==> config.mk <==
export PLATFORM = sky130hd
export DESIGN_NAME = serial_frame_recv
export DESIGN_NICKNAME = d
export VERILOG_FILES = /design/src/rtl/serial_frame_pkg.sv /design/src/rtl/uart_rx_byte.sv /design/src/rtl/serial_frame_recv.sv
export SDC_FILE = /design/constraint.sdc
export NUM_CORES = 1
export LEC_CHECK = 0
export CAP_MARGIN = 30
export CORE_ASPECT_RATIO = 1.2
export CORE_UTILIZATION = 39
export CTS_CLUSTER_DIAMETER = 200
export DETAILED_ROUTE_END_ITERATION = 8
export GPL_TIMING_DRIVEN = 0
export HOLD_SLACK_MARGIN = 0.08
export SETUP_SLACK_MARGIN = 0.5
export SYNTH_ARGS = -nofsm -noshare
export SYNTH_HDL_FRONTEND = slang
export SYNTH_HIERARCHICAL = 1
export SYNTH_SLANG_ARGS = --single-unit
==> constraint.sdc <==
create_clock -name clk -period 2.5 [get_ports clk]
set_clock_uncertainty 0.05 [all_clocks]
set_input_delay 0.25 -clock clk [delete_from_list [all_inputs] [get_ports clk]]
set_output_delay 0.25 -clock clk [all_outputs]
set_load 0.03 [all_outputs]
==> src/rtl/serial_frame_pkg.sv <==
// Shared framing constants and state encodings for the serial frame link.
package serial_frame_pkg;

    localparam logic [7:0] HDR_0 = 8'h7B;
    localparam logic [7:0] HDR_1 = 8'h28;
    localparam logic [7:0] HDR_2 = 8'h31;
    localparam logic [7:0] HDR_3 = 8'h30;
    localparam logic [7:0] HDR_4 = 8'h32;
    localparam logic [7:0] HDR_5 = 8'h34;
    localparam logic [7:0] TRL_0 = 8'h29;
    localparam logic [7:0] TRL_1 = 8'h7D;

    localparam int unsigned HDR_LEN = 6;
    localparam int unsigned HIDX_W  = 3;

    typedef enum logic [2:0] {
        ST_IDLE  = 3'd0,
        ST_HEAD  = 3'd1,
        ST_DATA  = 3'd2,
        ST_TAIL1 = 3'd3,
        ST_TAIL2 = 3'd4
    } frame_state_t;

    typedef enum logic [1:0] {
        RX_IDLE  = 2'd0,
        RX_START = 2'd1,
        RX_DATA  = 2'd2,
        RX_STOP  = 2'd3
    } rx_state_t;

    // Header byte expected at a given header position.
    function automatic logic [7:0] hdr_byte(input logic [HIDX_W-1:0] idx);
        case (idx)
            3'd0:    hdr_byte = HDR_0;
            3'd1:    hdr_byte = HDR_1;
            3'd2:    hdr_byte = HDR_2;
            3'd3:    hdr_byte = HDR_3;
            3'd4:    hdr_byte = HDR_4;
            3'd5:    hdr_byte = HDR_5;
            default: hdr_byte = 8'h00;
        endcase
    endfunction

endpackage

==> src/rtl/uart_rx_byte.sv <==
// 8N1 UART byte receiver with input synchronizer and mid-bit sampling.
module uart_rx_byte
    import serial_frame_pkg::*;
#(
    parameter int unsigned CLK_HZ = 50_000_000,
    parameter int unsigned BAUD   = 115200
) (
    input  logic       clk,
    input  logic       rst_n,
    input  logic       rs232_rx,
    output logic [7:0] byte_data,
    output logic       byte_strobe,
    output logic       byte_err
);

    localparam int unsigned BIT_CNT  = CLK_HZ / BAUD;
    localparam int unsigned HALF_CNT = BIT_CNT / 2;
    localparam int unsigned CW       = (BIT_CNT > 1) ? $clog2(BIT_CNT) : 1;

    logic [1:0]    sync_q;
    logic          rx_prev_q;
    logic          rx_s;
    rx_state_t     state_q, state_d;
    logic [CW-1:0] cnt_q, cnt_d;
    logic [2:0]    bit_q, bit_d;
    logic [7:0]    shift_q, shift_d;
    logic [7:0]    data_d;
    logic          strobe_d, err_d;

    assign rx_s = sync_q[1];

    // Two-flop synchronizer plus delayed copy for falling-edge detection.
    always_ff @(posedge clk or negedge rst_n) begin
        if (!rst_n) begin
            sync_q    <= 2'b11;
            rx_prev_q <= 1'b1;
        end else begin
            sync_q    <= {sync_q[0], rs232_rx};
            rx_prev_q <= sync_q[1];
        end
    end

    // Receiver state and registered outputs.
    always_ff @(posedge clk or negedge rst_n) begin
        if (!rst_n) begin
            state_q     <= RX_IDLE;
            cnt_q       <= '0;
            bit_q       <= '0;
            shift_q     <= '0;
            byte_data   <= '0;
            byte_strobe <= 1'b0;
            byte_err    <= 1'b0;
        end else begin
            state_q     <= state_d;
            cnt_q       <= cnt_d;
            bit_q       <= bit_d;
            shift_q     <= shift_d;
            byte_data   <= data_d;
            byte_strobe <= strobe_d;
            byte_err    <= err_d;
        end
    end

    // Bit timing: verify start at half bit, then sample each bit centre.
    always_comb begin
        state_d  = state_q;
        cnt_d    = cnt_q;
        bit_d    = bit_q;
        shift_d  = shift_q;
        data_d   = byte_data;
        strobe_d = 1'b0;
        err_d    = 1'b0;
        case (state_q)
            RX_IDLE: begin
                if (rx_prev_q && !rx_s) begin
                    state_d = RX_START;
                    cnt_d   = '0;
                end
            end
            RX_START: begin
                if (cnt_q == CW'(HALF_CNT - 1)) begin
                    cnt_d   = '0;
                    bit_d   = '0;
                    state_d = rx_s ? RX_IDLE : RX_DATA;
                end else begin
                    cnt_d = cnt_q + CW'(1);
                end
            end
            RX_DATA: begin
                if (cnt_q == CW'(BIT_CNT - 1)) begin
                    cnt_d   = '0;
                    shift_d = {rx_s, shift_q[7:1]};
                    bit_d   = bit_q + 3'd1;
                    if (bit_q == 3'd7) begin
                        state_d = RX_STOP;
                    end
                end else begin
                    cnt_d = cnt_q + CW'(1);
                end
            end
            RX_STOP: begin
                if (cnt_q == CW'(BIT_CNT - 1)) begin
                    cnt_d   = '0;
                    state_d = RX_IDLE;
                    if (rx_s) begin
                        strobe_d = 1'b1;
                        data_d   = shift_q;
                    end else begin
                        err_d = 1'b1;
                    end
                end else begin
                    cnt_d = cnt_q + CW'(1);
                end
            end
            default: state_d = RX_IDLE;
        endcase
    end

endmodule

==> src/rtl/serial_frame_recv.sv <==
// Serial frame receiver: header match, fixed-length payload, trailer check.
module serial_frame_recv
    import serial_frame_pkg::*;
#(
    parameter int unsigned CLK_HZ      = 50_000_000,
    parameter int unsigned BAUD        = 115200,
    parameter int unsigned PAYLOAD_LEN = 1024
) (
    input  logic        clk,
    input  logic        rst_n,
    input  logic        rs232_rx,
    output logic [7:0]  rx_data,
    output logic        rx_valid,
    output logic        frame_done,
    output logic        frame_err,
    output logic        busy,
    output logic [15:0] frame_count
);

    localparam int unsigned PCW = $clog2(PAYLOAD_LEN + 1);

    logic [7:0]        b_data;
    logic              b_stb, b_err;
    frame_state_t      state_q, state_d;
    logic [HIDX_W-1:0] hidx_q, hidx_d;
    logic [PCW-1:0]    pcnt_q, pcnt_d;
    logic [7:0]        data_d;
    logic              valid_d, done_d, err_d;
    logic [15:0]       count_d;

    uart_rx_byte #(
        .CLK_HZ (CLK_HZ),
        .BAUD   (BAUD)
    ) u_rx (
        .clk         (clk),
        .rst_n       (rst_n),
        .rs232_rx    (rs232_rx),
        .byte_data   (b_data),
        .byte_strobe (b_stb),
        .byte_err    (b_err)
    );

    // Frame state, counters and registered outputs.
    always_ff @(posedge clk or negedge rst_n) begin
        if (!rst_n) begin
            state_q     <= ST_IDLE;
            hidx_q      <= '0;
            pcnt_q      <= '0;
            rx_data     <= '0;
            rx_valid    <= 1'b0;
            frame_done  <= 1'b0;
            frame_err   <= 1'b0;
            busy        <= 1'b0;
            frame_count <= '0;
        end else begin
            state_q     <= state_d;
            hidx_q      <= hidx_d;
            pcnt_q      <= pcnt_d;
            rx_data     <= data_d;
            rx_valid    <= valid_d;
            frame_done  <= done_d;
            frame_err   <= err_d;
            busy        <= (state_d != ST_IDLE);
            frame_count <= count_d;
        end
    end

    // Frame parser: advances one step per received byte or byte error.
    always_comb begin
        state_d = state_q;
        hidx_d  = hidx_q;
        pcnt_d  = pcnt_q;
        data_d  = rx_data;
        valid_d = 1'b0;
        done_d  = 1'b0;
        err_d   = 1'b0;
        count_d = frame_count;
        if (b_err) begin
            state_d = ST_IDLE;
            if (state_q inside {ST_DATA, ST_TAIL1, ST_TAIL2}) begin
                err_d = 1'b1;
            end
        end else if (b_stb) begin
            case (state_q)
                ST_IDLE: begin
                    if (b_data == HDR_0) begin
                        state_d = ST_HEAD;
                        hidx_d  = HIDX_W'(1);
                    end
                end
                ST_HEAD: begin
                    if (b_data == hdr_byte(hidx_q)) begin
                        if (hidx_q == HIDX_W'(HDR_LEN - 1)) begin
                            state_d = ST_DATA;
                            pcnt_d  = '0;
                        end else begin
                            hidx_d = hidx_q + HIDX_W'(1);
                        end
                    end else if (b_data == HDR_0) begin
                        hidx_d = HIDX_W'(1);
                    end else begin
                        state_d = ST_IDLE;
                    end
                end
                ST_DATA: begin
                    data_d  = b_data;
                    valid_d = 1'b1;
                    pcnt_d  = pcnt_q + PCW'(1);
                    if (pcnt_q == PCW'(PAYLOAD_LEN - 1)) begin
                        state_d = ST_TAIL1;
                    end
                end
                ST_TAIL1: begin
                    if (b_data == TRL_0) begin
                        state_d = ST_TAIL2;
                    end else begin
                        state_d = ST_IDLE;
                        err_d   = 1'b1;
                    end
                end
                ST_TAIL2: begin
                    state_d = ST_IDLE;
                    if (b_data == TRL_1) begin
                        done_d  = 1'b1;
                        count_d = frame_count + 16'd1;
                    end else begin
                        err_d = 1'b1;
                    end
                end
                default: state_d = ST_IDLE;
            endcase
        end
    end

endmodule

==> results.txt, run 1 <==
- Result of the run: completed
- Slowest stage cell on the critical path: sky130_fd_sc_hd__or4b_4
- Type of the setup path with the least slack: reg -> reg
* Number of sinks on the clock net: 80
- Once layout is complete, the utilization of the core stands at 0.520.
- Slack of the worst reg-to-reg path: roughly 0.14 ns
* Highest achievable clock rate: between 0.4 and 0.5 GHz
- Final hold analysis gives a worst-case slack of between 0.2 and 0.3 ns.
- Inserted Clock Buffers: 9
- Average routed wire per standard cell: between 10 and 15 um
- Actual slew at the worst max-slew pin: around 0.65 ns
- Sequential area share after synthesis: 0.504
- The clock passes through at most 2 buffers.
- In this run the standard cell core region covers between 0.009 and 0.01 mm2.
- Dividing the synthesized area by the synthesized cell count gives 10.5 um2.
- Unrepaired setup endpoints after global routing: true
- Yosys mapped the design onto between 60 and 70 distinct sky130hd cell types.
* Starting Density: 0.399
- Worst min-delay path startpoint: rs232_rx
* Drc violations: 0
- Primary FF master, synth: sky130_fd_sc_hd__dfrtp_1
- Compared with the post-synthesis result, the final layout area differs by 30.3%.
- The number of global-route vias before repair is 3063.
- Max FO, Critical Path: 5
* Number of maximum-capacitance constraint violations: 0
* Clk Latency, worst-skew pair: about 0.34 ns
- I/O pins: 31
* Global route overflow: 0
- Yosys attributes the largest share of cell area to sky130_fd_sc_hd__dfrtp_1 (48%), sky130_fd_sc_hd__nand2_1 (5.9%), sky130_fd_sc_hd__mux2_2 (4.8%).
* Mapped Cells: between 300 and 400
- Floorplan die area: around 0.011 mm2
- In this run, the number of DRC markers left after iteration 0 of detailed routing was between 100 and 150.
* Peak ir drop on the vdd network: 0.000445 V
- Capturing element type of the critical path: flop
* Critical path buffer and inverter count: 1
* Post-synthesis cell type with the largest combined area: sky130_fd_sc_hd__dfrtp_1
- In this run the number of H-tree levels came out at 3.
- CTS tree: done
- Summed over all cells, the static leakage comes to between 0.002 and 0.0025 uW.
- During synthesis, Yosys emitted a total of 6 warnings.
- Of the post-synthesis cell area, the dominant cell type holds 0.484.
* Number of synthesized flops with an enable pin: 0
- Min-Delay Path Class: in -> reg
* Syn nets: 394
- Share of flip-flops with an asynchronous set or reset: 1.00
* Overall power of the completed layout: around 3000 uW
* N_diodes: 0
- Share of the clock period used by the worst path: 0.943
- In this run the clock root is driven by a sky130_fd_sc_hd__clkbuf_16.
- Measured along the y axis, the die boundary spans between 100 and 150 um.
- Total number of nets in the final design: ~460
- In this run the critical register-to-register path is launched from hidx_q[0]$_DFFE_PN0P_.
- Via density per instance: 5.14
- Shortest clock period the worst path allows after layout: about 2.4 ns
- Row count: 40
* Global-route wire length before repair: approximately 14 mm
* Final count of hold timing violations: 0
- The first detailed-routing pass took 4 iterations.
- Power per cell area: around 580 mW/mm2
- Of the cells placed in the final design, the portion with a size suffix greater than 1 is 0.267.
- Dpl hpwl: 5.51 mm
* Critical path data arrival time: between 2 and 3 ns
- In this run the cell area of the synthesized design comes to slightly below 0.004 mm2.
- Depth of the most critical reg-to-reg path: 8
* Min-Delay Endpoint: u_rx/sync_q[0]$_DFF_PN1_
- Across every metal layer, demand over resource in global routing totals 0.172.
- Number of max-slew violations in the final report: 0
- The synthesized design contains 80 register bits.
* Category of the worst setup path launch point: flop
- TNS Setup: 0 ns
- Headroom to the max-slew limit came out at 0.568.
- On the worst path, the slowest cell contributes a delay of ~0.48 ns.
- The cell family contributing the most delay on the critical path is simple AND/OR/NAND/NOR gates.
- At the worst endpoint, the required time is around 2.7 ns.
* Die W: roughly 94 um
- Setup slack on the critical path of the routed design comes to 0.141 ns.
* Final weighted congestion of routability-driven global placement: slightly below 0.8
* Total length of routed wires: slightly above 8 mm
- Counting instances, the worst hold path has a depth of 1.
- Remaining antenna violation count: 0
- Port-buffer cells: 30
- Prior to clock tree synthesis, the placed netlist has a worst setup slack of 0.118 ns.
- The initial antenna violation count is 0.
- Maximum number of pins on one net before global-route repair: 47
- Crit-path cells: inv_4 > ha_4 > o21bai_1 > xor2_1 > nand3_2 > nor3_2 > mux2i_1 > or4b_4
* Clock-pin slew reported for the worst setup and hold paths after clock tree synthesis: ~0.060 ns
- # setup viols final: 0
* Capture point of the worst reg-to-reg path: busy$_DFF_PN0_
- The final route contains approximately 2900 vias.
[Yosys cell counts, types with 4 or more instances]
cell / instances
sky130_fd_sc_hd__nor2_1: 26
sky130_fd_sc_hd__o21ai_0: 17
sky130_fd_sc_hd__nor2b_1: 6
sky130_fd_sc_hd__xnor2_1: 13
sky130_fd_sc_hd__or3_1: 4
sky130_fd_sc_hd__dfrtp_1: 77
sky130_fd_sc_hd__mux2i_1: 4
sky130_fd_sc_hd__a21oi_1: 8
sky130_fd_sc_hd__mux2_2: 17
sky130_fd_sc_hd__nand4_1: 6
sky130_fd_sc_hd__o211ai_1: 6
sky130_fd_sc_hd__ha_1: 13
sky130_fd_sc_hd__nand3_1: 11
sky130_fd_sc_hd__inv_1: 13
sky130_fd_sc_hd__buf_2: 4
sky130_fd_sc_hd__nand2_1: 63
sky130_fd_sc_hd__nand2b_1: 7
sky130_fd_sc_hd__nor3_1: 13
sky130_fd_sc_hd__xor2_1: 10
[flip-flops by register name (all words and copies together) (netlist names), 2 cells and up, named ones only]
name	cells
state_q	3
u_rx/byte_data	8
hidx_q	3
u_rx/bit_q	3
u_rx/cnt_q	9
u_rx/sync_q	2
frame_count	16
u_rx/shift_q	8
pcnt_q	11
rx_data	8
[power by group]
group	switching (uW)	leakage [uW]	total (uW)	internal (uW)
logic	122	0.00115	215	93.1
clock network	546	0.000148	1360	815
registers	71.3	0.00108	1420	1350
[metal layers]
layer / vias to the layer above / routed length, um / track usage
li1: 1455 / - / -
met1: 1444 / 3580 / 0.211
met2: 31 / 4210 / 0.292
met3: 11 / 205 / 0.0393
met4: 0 / 125 / 0.0667
met5: - / 0 / 0
[worst max path at each step]
stage,cells after the start,slack [ns],start,endpoint
floorplan,9,0.31,hidx_q[1]$_DFFE_PN0P_,busy$_DFF_PN0_
global placement,1,-2.06,rst_n,frame_count[6]$_DFFE_PN0P_
detailed placement,9,0.12,hidx_q[0]$_DFFE_PN0P_,pcnt_q[2]$_DFFE_PN0P_
CTS,8,0.15,hidx_q[0]$_DFFE_PN0P_,busy$_DFF_PN0_
global route,8,0.06,hidx_q[1]$_DFFE_PN0P_,busy$_DFF_PN0_
finish,8,0.14,hidx_q[0]$_DFFE_PN0P_,busy$_DFF_PN0_
[cell usage in the layout, fill, tap and decap left out, types with 11 or more instances in the layout]
cell type / netlist / final
sky130_fd_sc_hd__buf_4: 0 / 18
sky130_fd_sc_hd__clkdlybuf4s50_1: 0 / 29
sky130_fd_sc_hd__dfrtp_1: 77 / 68
sky130_fd_sc_hd__inv_1: 13 / 11
sky130_fd_sc_hd__mux2_2: 17 / 17
sky130_fd_sc_hd__nand2_1: 63 / 63
sky130_fd_sc_hd__nor2_1: 26 / 24
sky130_fd_sc_hd__nor3_1: 13 / 11
sky130_fd_sc_hd__o21ai_0: 17 / 16
sky130_fd_sc_hd__xnor2_1: 13 / 12
[logic make-up (layout without fill, tap and decap cells)]
kind of cell,count (synthesis),in the layout,synth area share
flops,80,80,0.504
xor+xnor,24,24,0.0547
buf+inv,21,89,0.0211
mux,21,21,0.0582
fa+ha+maj,13,13,0.0409
compound gates,57,57,0.0963
simple gates,162,162,0.225
[area by class of cell]
cell class                 count  area [um2]
clock buffer                  10         239
buffer                         8        51.3
tap                          126         158
timing repair buffer          52         509
multi-input combinational    277        2080
fill                         886        4780
clock inverter                 6        73.8
inverter                      13        53.8
sequential                    80        2020
[stage by stage]
step	cell area, um2	instances
4_1_cts	5010	565
3_3_place_gp	4530	534
2_1_floorplan	4070	378
5_1_grt	5180	572
3_5_place_dp	4550	535
6_report	5180	572
[timing repair]
action                                  in CTS  in global routing
pin swaps                                    3                  8
hold endpoints to repair                    34                  0
hold buffers                                 1                  0
gates resized for setup                      8                 28
endpoints found under the setup margin      26                 50
setup buffers                               13                  7
Power figures use the tool's default switching activity.
==> inputs of run 2 (changes only) <==
--- a/config.mk
+++ b/config.mk
@@ -5,6 +5,7 @@
 export SDC_FILE = /design/constraint.sdc
 export NUM_CORES = 1
 export LEC_CHECK = 0
+export ABC_AREA = 0
 export CAP_MARGIN = 30
 export CORE_ASPECT_RATIO = 1.2
 export CORE_UTILIZATION = 39
@@ -13,6 +14,7 @@
 export GPL_TIMING_DRIVEN = 0
 export HOLD_SLACK_MARGIN = 0.08
 export SETUP_SLACK_MARGIN = 0.5
+export SKIP_CTS_REPAIR_TIMING = 1
 export SYNTH_ARGS = -nofsm -noshare
 export SYNTH_HDL_FRONTEND = slang
 export SYNTH_HIERARCHICAL = 1
==> results.txt, run 2 (same netlist as run 1, synthesis figures left out) <==
* Layout Area Growth over Synthesis: 28.3%
* Die W: 94.2 um (unchanged)
- The number of DRC markers after the initial detailed-route iteration was 124 (+18%).
* Total number of vias: 2904 (-1.3%)
* Port-buffer cells: 30 (unchanged)
* N_diodes: 0 (unchanged)
* Reg power frac: 0.474 (about the same)
- Peak ir drop on the vdd network: 0.000447 V (+0.58%)
- Share of the clock period used by the worst path: 0.954 (+0.0101)
- The number of nets with antenna violations after routing came to 0 (unchanged).
- I/O pins: 31 (unchanged)
- The deepest level of the CTS H-tree is 3 (unchanged).
* Result of the run: completed
* Critical path buffer and inverter count: 1 (unchanged)
- Clk network pwr share: 0.454 (about the same)
- The half-perimeter wire length of the detailed placement result was 5.51 mm (unchanged).
* Number of sinks on the clock net: 80 (unchanged)
- Largest register FFs: 16 (unchanged)
- The placeable core region came to 0.00996 mm2 (unchanged).
* Crit-path leading delay family: simple AND/OR/NAND/NOR gates
- Worst setup timing slack at the placement stage: 0.118 ns (unchanged)
* Post-placement cell count: 535 (unchanged)
- Clock tree synthesis selected as its root buffer the cell sky130_fd_sc_hd__clkbuf_16.
- Register with the most flip-flops: frame_count
- Global-route wire length before repair: 14.0 mm (-2.2%)
- Slack of the worst reg-to-reg path: 0.12 ns (-0.03 ns)
- The y dimension of the die came to 113 um (unchanged).
* Clock-pin slew reported for the worst setup and hold paths after clock tree synthesis: 0.06 ns (about the same)
* Reported net switching power: 739 uW (about the same)
* Actual slew at the worst max-slew pin: 0.648 ns (+0.00144 ns)
- Starting Density: 0.399 (unchanged)
- Fraction of final layout cells sized beyond drive strength 1: 0.249 (-0.0179)
- The maximum operating frequency was 0.419 GHz (-1.1%).
- The standby leakage power came to 0.00234 uW (-1.6%).
* Initial DRT Pass Iterations: 4 (unchanged)
- Overall power of the completed layout: 3000 uW (about the same)
- Category of the worst setup path launch point: flop
* Combinational power share: 0.072 (about the same)
- The aggregate negative setup slack came to 0 ns (unchanged).
* Critical path data arrival time: 2.54 ns (+0.03 ns)
- Worst EP required: 2.65 ns (about the same)
- Most used cells in the layout excluding fill and tap cells: sky130_fd_sc_hd__dfrtp_1 (66), sky130_fd_sc_hd__nand2_1 (63), sky130_fd_sc_hd__clkdlybuf4s50_1 (29), sky130_fd_sc_hd__nor2_1 (25)
- The number of core rows came to 40 (unchanged).
- CTS tree: done
- The setup path with the least slack is of type reg -> reg.
- The worst-case setup margin in the final layout was 0.116 ns (-0.0253 ns).
- The number of fillers in the final layout is 901 (+1.7%).
- The initial antenna violation count is 0 (unchanged).
- Total number of nets in the final design: 453 (-0.88%)
- Inserted Clock Buffers: 9 (unchanged)
* Shortest clock period the worst path allows after layout: 2.38 ns (+0.0253 ns)
* Total length of routed wires: 7.94 mm (-2.2%)
- The largest registers in the layout are frame_count x16, pcnt_q x11, u_rx/cnt_q x9.
* Average routed wire per standard cell: 14.0 um (-1.6%)
* Worst relative slew slack: 0.567 (-0.000964)
- Max FO, Critical Path: 5 (unchanged)
* Number of max-slew violations in the final report: 0 (unchanged)
- # setup viols final: 0 (unchanged)
- The cell-internal power is 2260 uW (about the same).
- Clock tree buffer depth: 2 (unchanged)
- Final count of hold timing violations: 0 (unchanged)
- Largest incremental delay on the critical path: 0.48 ns (about the same)
* Final weighted congestion of routability-driven global placement: 0.782 (unchanged)
- Setup repair after global routing could not meet its margin everywhere.
- The share of total power consumed by net switching is 0.247 (about the same).
- The clock insertion delay at the later pin of the skew report is 0.33 ns (about the same).
- The number of global-route vias before repair is 2980 (-2.7%).
- Maximum number of pins on one net before global-route repair: 47 (unchanged)
- The floorplan die area came to 0.0106 mm2 (unchanged).
- The final global-route overflow total was 0 (unchanged).
- Final Non-Filler Cells: 568 (-0.70%)
- Via density per instance: 5.11 (-0.56%)
- The total power per unit cell area came to 587 mW/mm2 (+1.5%).
- The number of max-cap violations was 0 (unchanged).
* Drc violations: 0 (unchanged)
* Min-Delay Path Class: in -> reg
- Commonest non-fill, non-tap cell in the layout: sky130_fd_sc_hd__dfrtp_1
- Slowest stage cell on the critical path: sky130_fd_sc_hd__or4b_4
* Crit-path cells: inv_2 > ha_2 > o21bai_1 > xor2_1 > nand3_2 > nor3_2 > mux2i_1 > or4b_4
- The worst setup path is captured at a flop.
- The global routing usage summed across all routing layers is 0.169 (-0.00342).
## run 2: cell types whose count changed in the layout (fill, tap and decap cells not counted), sizes merged
cell    previous run  this run
buf               25        23
clkbuf            15        13
## run 2: worst register-to-register path: cells and delay by family (launching register included)
kind	cells	cell delay, ns
AO/OA/AOI/OAI	1	0.16
XOR/XNOR	1	0.20
adder cells (fa/ha/maj)	1	0.23
buffers and inverters	1	0.08
flip-flops	1	0.44
multiplexers	1	0.28
AND/OR/NAND/NOR	3	0.81
## run 2: path summary, 6_finish.rpt
check	end	cells after the start	from
setup / recovery	busy$_DFF_PN0_	8	hidx_q[0]$_DFFE_PN0P_
hold / removal	u_rx/sync_q[0]$_DFF_PN1_	1	rs232_rx
setup reg to reg	busy$_DFF_PN0_	8	hidx_q[0]$_DFFE_PN0P_
hold reg to reg	u_rx/sync_q[1]$_DFF_PN1_	0	u_rx/sync_q[0]$_DFF_PN1_
max in group asynchronous	u_rx/sync_q[0]$_DFF_PN1_	3	rst_n
min in group asynchronous	rx_data[4]$_DFFE_PN0P_	2	rst_n
## run 2: power by group through the flow
stage / combinational (uW) / sequential [uW] / clock (uW)
after floorplan: 149 / 1420 / 0
after global placement: 203 / 1440 / 0
after detailed placement: 215 / 1440 / 0
after CTS: 216 / 1420 / 1410
after global routing: 251 / 1430 / 1460
final: 216 / 1420 / 1360
## run 2: cell type report
type | count | area, um2 | share of cell area
repair buffers | 48 | 472 | 0.0924
clock buffers | 10 | 239 | 0.0468
well taps | 126 | 158 | 0.0309
multi-input cells | 277 | 2040 | 0.400
flip-flops and latches | 80 | 2020 | 0.396
clock inverters | 6 | 73.8 | 0.0145
plain buffers | 8 | 53.8 | 0.0105
inverters | 13 | 48.8 | 0.00956
## run 2: stage by stage
stage,util,area [um2],hold WS [ns]
after floorplan,-,4070,-0.0956
after global placement,0.455,4530,0.296
after detailed placement,0.457,4550,0.194
after CTS,0.488,4860,-0.167
after global routing,0.512,5100,0.263
final,0.512,5100,0.275
## run 2: per-layer routing
metal | up-vias | global-route usage | routed length (um)
met2 | 29 | 0.283 | 4120
met1 | 1422 | 0.210 | 3530
met4 | 0 | 0.0636 | 99
met5 | - | 0 | 0
li1 | 1446 | - | -
met3 | 7 | 0.0386 | 192
==> inputs of run 3 (changes only) <==
--- a/config.mk
+++ b/config.mk
@@ -8,7 +8,7 @@
 export ABC_AREA = 0
 export CAP_MARGIN = 30
 export CORE_ASPECT_RATIO = 1.2
-export CORE_UTILIZATION = 39
+export CORE_UTILIZATION = 43
 export CTS_CLUSTER_DIAMETER = 200
 export DETAILED_ROUTE_END_ITERATION = 8
 export GPL_TIMING_DRIVEN = 0
==> results.txt, run 3 (same netlist as run 1, synthesis figures left out) <==
* Die W: 89.8 um (-4.7%)
- Root buf cell: sky130_fd_sc_hd__clkbuf_8
- The sequential cell fraction of total power was 0.553 (+0.079).
- The logic gate share of total power was 0.085 (+0.013).
- The total power per unit cell area came to 512 mW/mm2 (-13%).
- Share of the clock period used by the worst path: 0.953 (about the same)
- The number of core rows came to 38 (-5.0%).
* Commonest non-fill, non-tap cell in the layout: sky130_fd_sc_hd__dfrtp_1
- The worst path arrival time was 2.57 ns (+0.03 ns).
- The flip-flop count of the largest register, all copies and words added came to 16 (unchanged).
- The cell-internal power was 1890 uW (-16%).
- Critical path buffer and inverter count: 2 (+1)
- The worst setup path is launched from a flop.
- I/O pins: 31 (unchanged)
- Min-Delay Path Class: in -> reg
* Clock tree buffer depth: 2 (unchanged)
* Levels on crit path: 9 (+1)
- Fraction of final layout cells sized beyond drive strength 1: 0.251 (+0.00170)
- Dpl hpwl: 5.45 mm (-1.1%)
- The number of DRC markers after the initial detailed-route iteration is 103 (-17%).
- Peak ir drop on the vdd network: 0.000463 V (+3.5%)
* Final weighted congestion of routability-driven global placement: 0.748 (-4.3%)
- Average routed wire per standard cell: 14.3 um (+2.6%)
- Unrepaired setup endpoints after global routing: true
- Worst relative slew slack: 0.533 (-0.0341)
* Reported net switching power: 676 uW (-8.6%)
* Total number of vias: 2930 (+0.90%)
* Final Non-Filler Cells: 559 (-1.6%)
- The area growth from synthesis to layout is 25.8%.
* Inserted Clock Buffers: 9 (unchanged)
- In the layout the commonest cells are sky130_fd_sc_hd__dfrtp_1 (68), sky130_fd_sc_hd__nand2_1 (63), sky130_fd_sc_hd__clkdlybuf4s50_1 (29), sky130_fd_sc_hd__nor2_1 (23).
- The initial antenna violation count was 0 (unchanged).
* Post-placement cell count: 529 (-1.1%)
- The number of hold violations in the final report came to 0 (unchanged).
- The pin slew with the least headroom to its limit came to 0.699 ns (+0.0510 ns).
* Hold path cells: 1 (unchanged)
- N_diodes: 0 (unchanged)
- Number of sinks on the clock net: 80 (unchanged)
* Highest achievable clock rate: 0.420 GHz (about the same)
- The maximum number of pins on one net before global-route repair was 47 (unchanged).
- Registers with the highest flip-flop counts: frame_count x16, pcnt_q x11, u_rx/cnt_q x9
* Via density per instance: 5.24 (+2.5%)
* Port-buffer cells: 30 (unchanged)
- Starting Density: 0.440 (+0.0409)
- Switching power as a share of total power: 0.264 (+0.0170)
* Floorplan die area: 0.00964 mm2 (-9.1%)
- Worst setup timing slack at the placement stage: 0.108 ns (-0.0103 ns)
* Crit-path leading delay family: simple AND/OR/NAND/NOR gates
- TritonCTS built the clock tree.
* Clk network pwr share: 0.361 (-0.093)
- The remaining routing DRC violations is 0 (unchanged).
* Vias in the first global route: 2759 (-7.4%)
- For this design, the slowest cell found on the critical path is sky130_fd_sc_hd__dfrtp_2.
- The number of iterations in the first detailed-routing pass came to 4 (unchanged).
- Type of the setup path with the least slack: reg -> reg
* Largest incremental delay on the critical path: 0.47 ns (about the same)
- The signal on the critical path passes through inv_4 > ha_4 > and2_4 > buf_6 > xnor2_2 > nand3_2 > nor3_4 > mux2i_2 > or4b_4.
* Number of maximum-capacitance constraint violations: 0 (unchanged)
- Worst-case setup margin in the final layout: 0.118 ns (+0.00197 ns)
* Worst EP required: 2.69 ns (+0.04 ns)
- # setup viols final: 0 (unchanged)
* Shortest clock period the worst path allows after layout: 2.38 ns (-0.00197 ns)
- STA classifies the critical path endpoint as a flop.
- The detailed-route wire length was 8.02 mm (+1.0%).
* Number of max-slew violations in the final report: 0 (unchanged)
* Pleak: 0.00231 uW (-1.4%)
- More flip-flops sit in one register than any other, and that register is frame_count.
- The global routing usage summed across all routing layers is 0.175 (+0.00615).
- Vertical extent of the die: 107 um (-4.7%)
- The total power consumption of the routed design is 2560 uW (-14%).
* Maximum level of the CTS H-tree: 3 (unchanged)
- Final Core Density: 0.554 (+0.0414)
- The first-pass GRT wire length is 13.2 mm (-5.7%).
* Depth of the most critical reg-to-reg path: 9 (+1)
- The clock insertion delay at the later pin of the skew report came to 0.36 ns (+0.03 ns).
- Total number of nets in the final design: 450 (-0.66%)
* Clock-pin slew reported for the worst setup and hold paths after clock tree synthesis: 0.08 ns (+0.02 ns)
* Result of the run: completed
- Max FO, Critical Path: 5 (unchanged)
- Global route overflow: 0 (unchanged)
- Floorplan Core Area: 0.00903 mm2 (-9.3%)
- Remaining antenna violation count: 0 (unchanged)
[run 3: changes by cell type in the layout (fill, tap and decap cells not counted), moves of 2 or more]
cell                        delta
sky130_fd_sc_hd__dfrtp_2       -2
sky130_fd_sc_hd__dfrtp_1       +2
sky130_fd_sc_hd__nor2_1        -2
sky130_fd_sc_hd__ha_4          +2
sky130_fd_sc_hd__nor3_4        +2
sky130_fd_sc_hd__clkbuf_16     -9
sky130_fd_sc_hd__clkbuf_8     +11
sky130_fd_sc_hd__ha_2          -2
sky130_fd_sc_hd__inv_2         -2
sky130_fd_sc_hd__inv_4         +2
sky130_fd_sc_hd__buf_4         -3
[run 3: metrics by stage]
step	area [um2]	setup TNS (ns)	hold slack (ns)
2_1_floorplan	4070	0	-0.0956
3_3_place_gp	4520	-139.41	0.296
3_5_place_dp	4540	0	0.192
4_1_cts	4740	0	-0.209
5_1_grt	5000	0	0.230
6_report	5000	0	0.236
[run 3: metal layers]
layer  vias to the layer above  share of wire  track usage
met5                         -              0            0
met4                         0          0.018       0.0691
met3                        12          0.026       0.0452
met2                        32           0.51        0.292
met1                      1442           0.45        0.218
li1                       1444              -            -
[run 3: worst paths after layout]
check	slack (ns)	startpoint	endpoint
max	0.12	hidx_q[1]$_DFFE_PN0P_	busy$_DFF_PN0_
min	0.24	rs232_rx	u_rx/sync_q[0]$_DFF_PN1_
max reg2reg	0.12	hidx_q[1]$_DFFE_PN0P_	busy$_DFF_PN0_
min reg2reg	0.31	u_rx/sync_q[0]$_DFF_PN1_	u_rx/sync_q[1]$_DFF_PN1_
max in group asynchronous	1.48	rst_n	frame_count[6]$_DFFE_PN0P_
min in group asynchronous	0.34	rst_n	u_rx/shift_q[5]$_DFFE_PN0P_
[run 3: worst reg2reg max path, cell delays in order (launching register included)]
cell and delay (ns):
sky130_fd_sc_hd__dfrtp_2 0.47, sky130_fd_sc_hd__inv_4 0.08, sky130_fd_sc_hd__ha_4 0.18, sky130_fd_sc_hd__and2_4 0.13, sky130_fd_sc_hd__buf_6 0.12, sky130_fd_sc_hd__xnor2_2 0.13
sky130_fd_sc_hd__nand3_2 0.14, sky130_fd_sc_hd__nor3_4 0.23, sky130_fd_sc_hd__mux2i_2 0.26, sky130_fd_sc_hd__or4b_4 0.48
[run 3: layout make-up]
class / instances / area, um2
clock buffers: 13 / 169
flip-flops and latches: 80 / 2020
clock inverters: 3 / 23.8
well taps: 120 / 150
plain buffers: 8 / 53.8
multi-input cells: 277 / 2100
fillers: 817 / 4030
inverters: 13 / 53.8
repair buffers: 45 / 440
[run 3: power by group through the flow]
stage | combinational, uW | sequential (uW) | clock (uW)
floorplan | 149 | 1420 | 0
global placement | 205 | 1440 | 0
detailed placement | 217 | 1440 | 0
CTS | 218 | 1420 | 964
global route | 258 | 1430 | 1010
finish | 219 | 1420 | 926
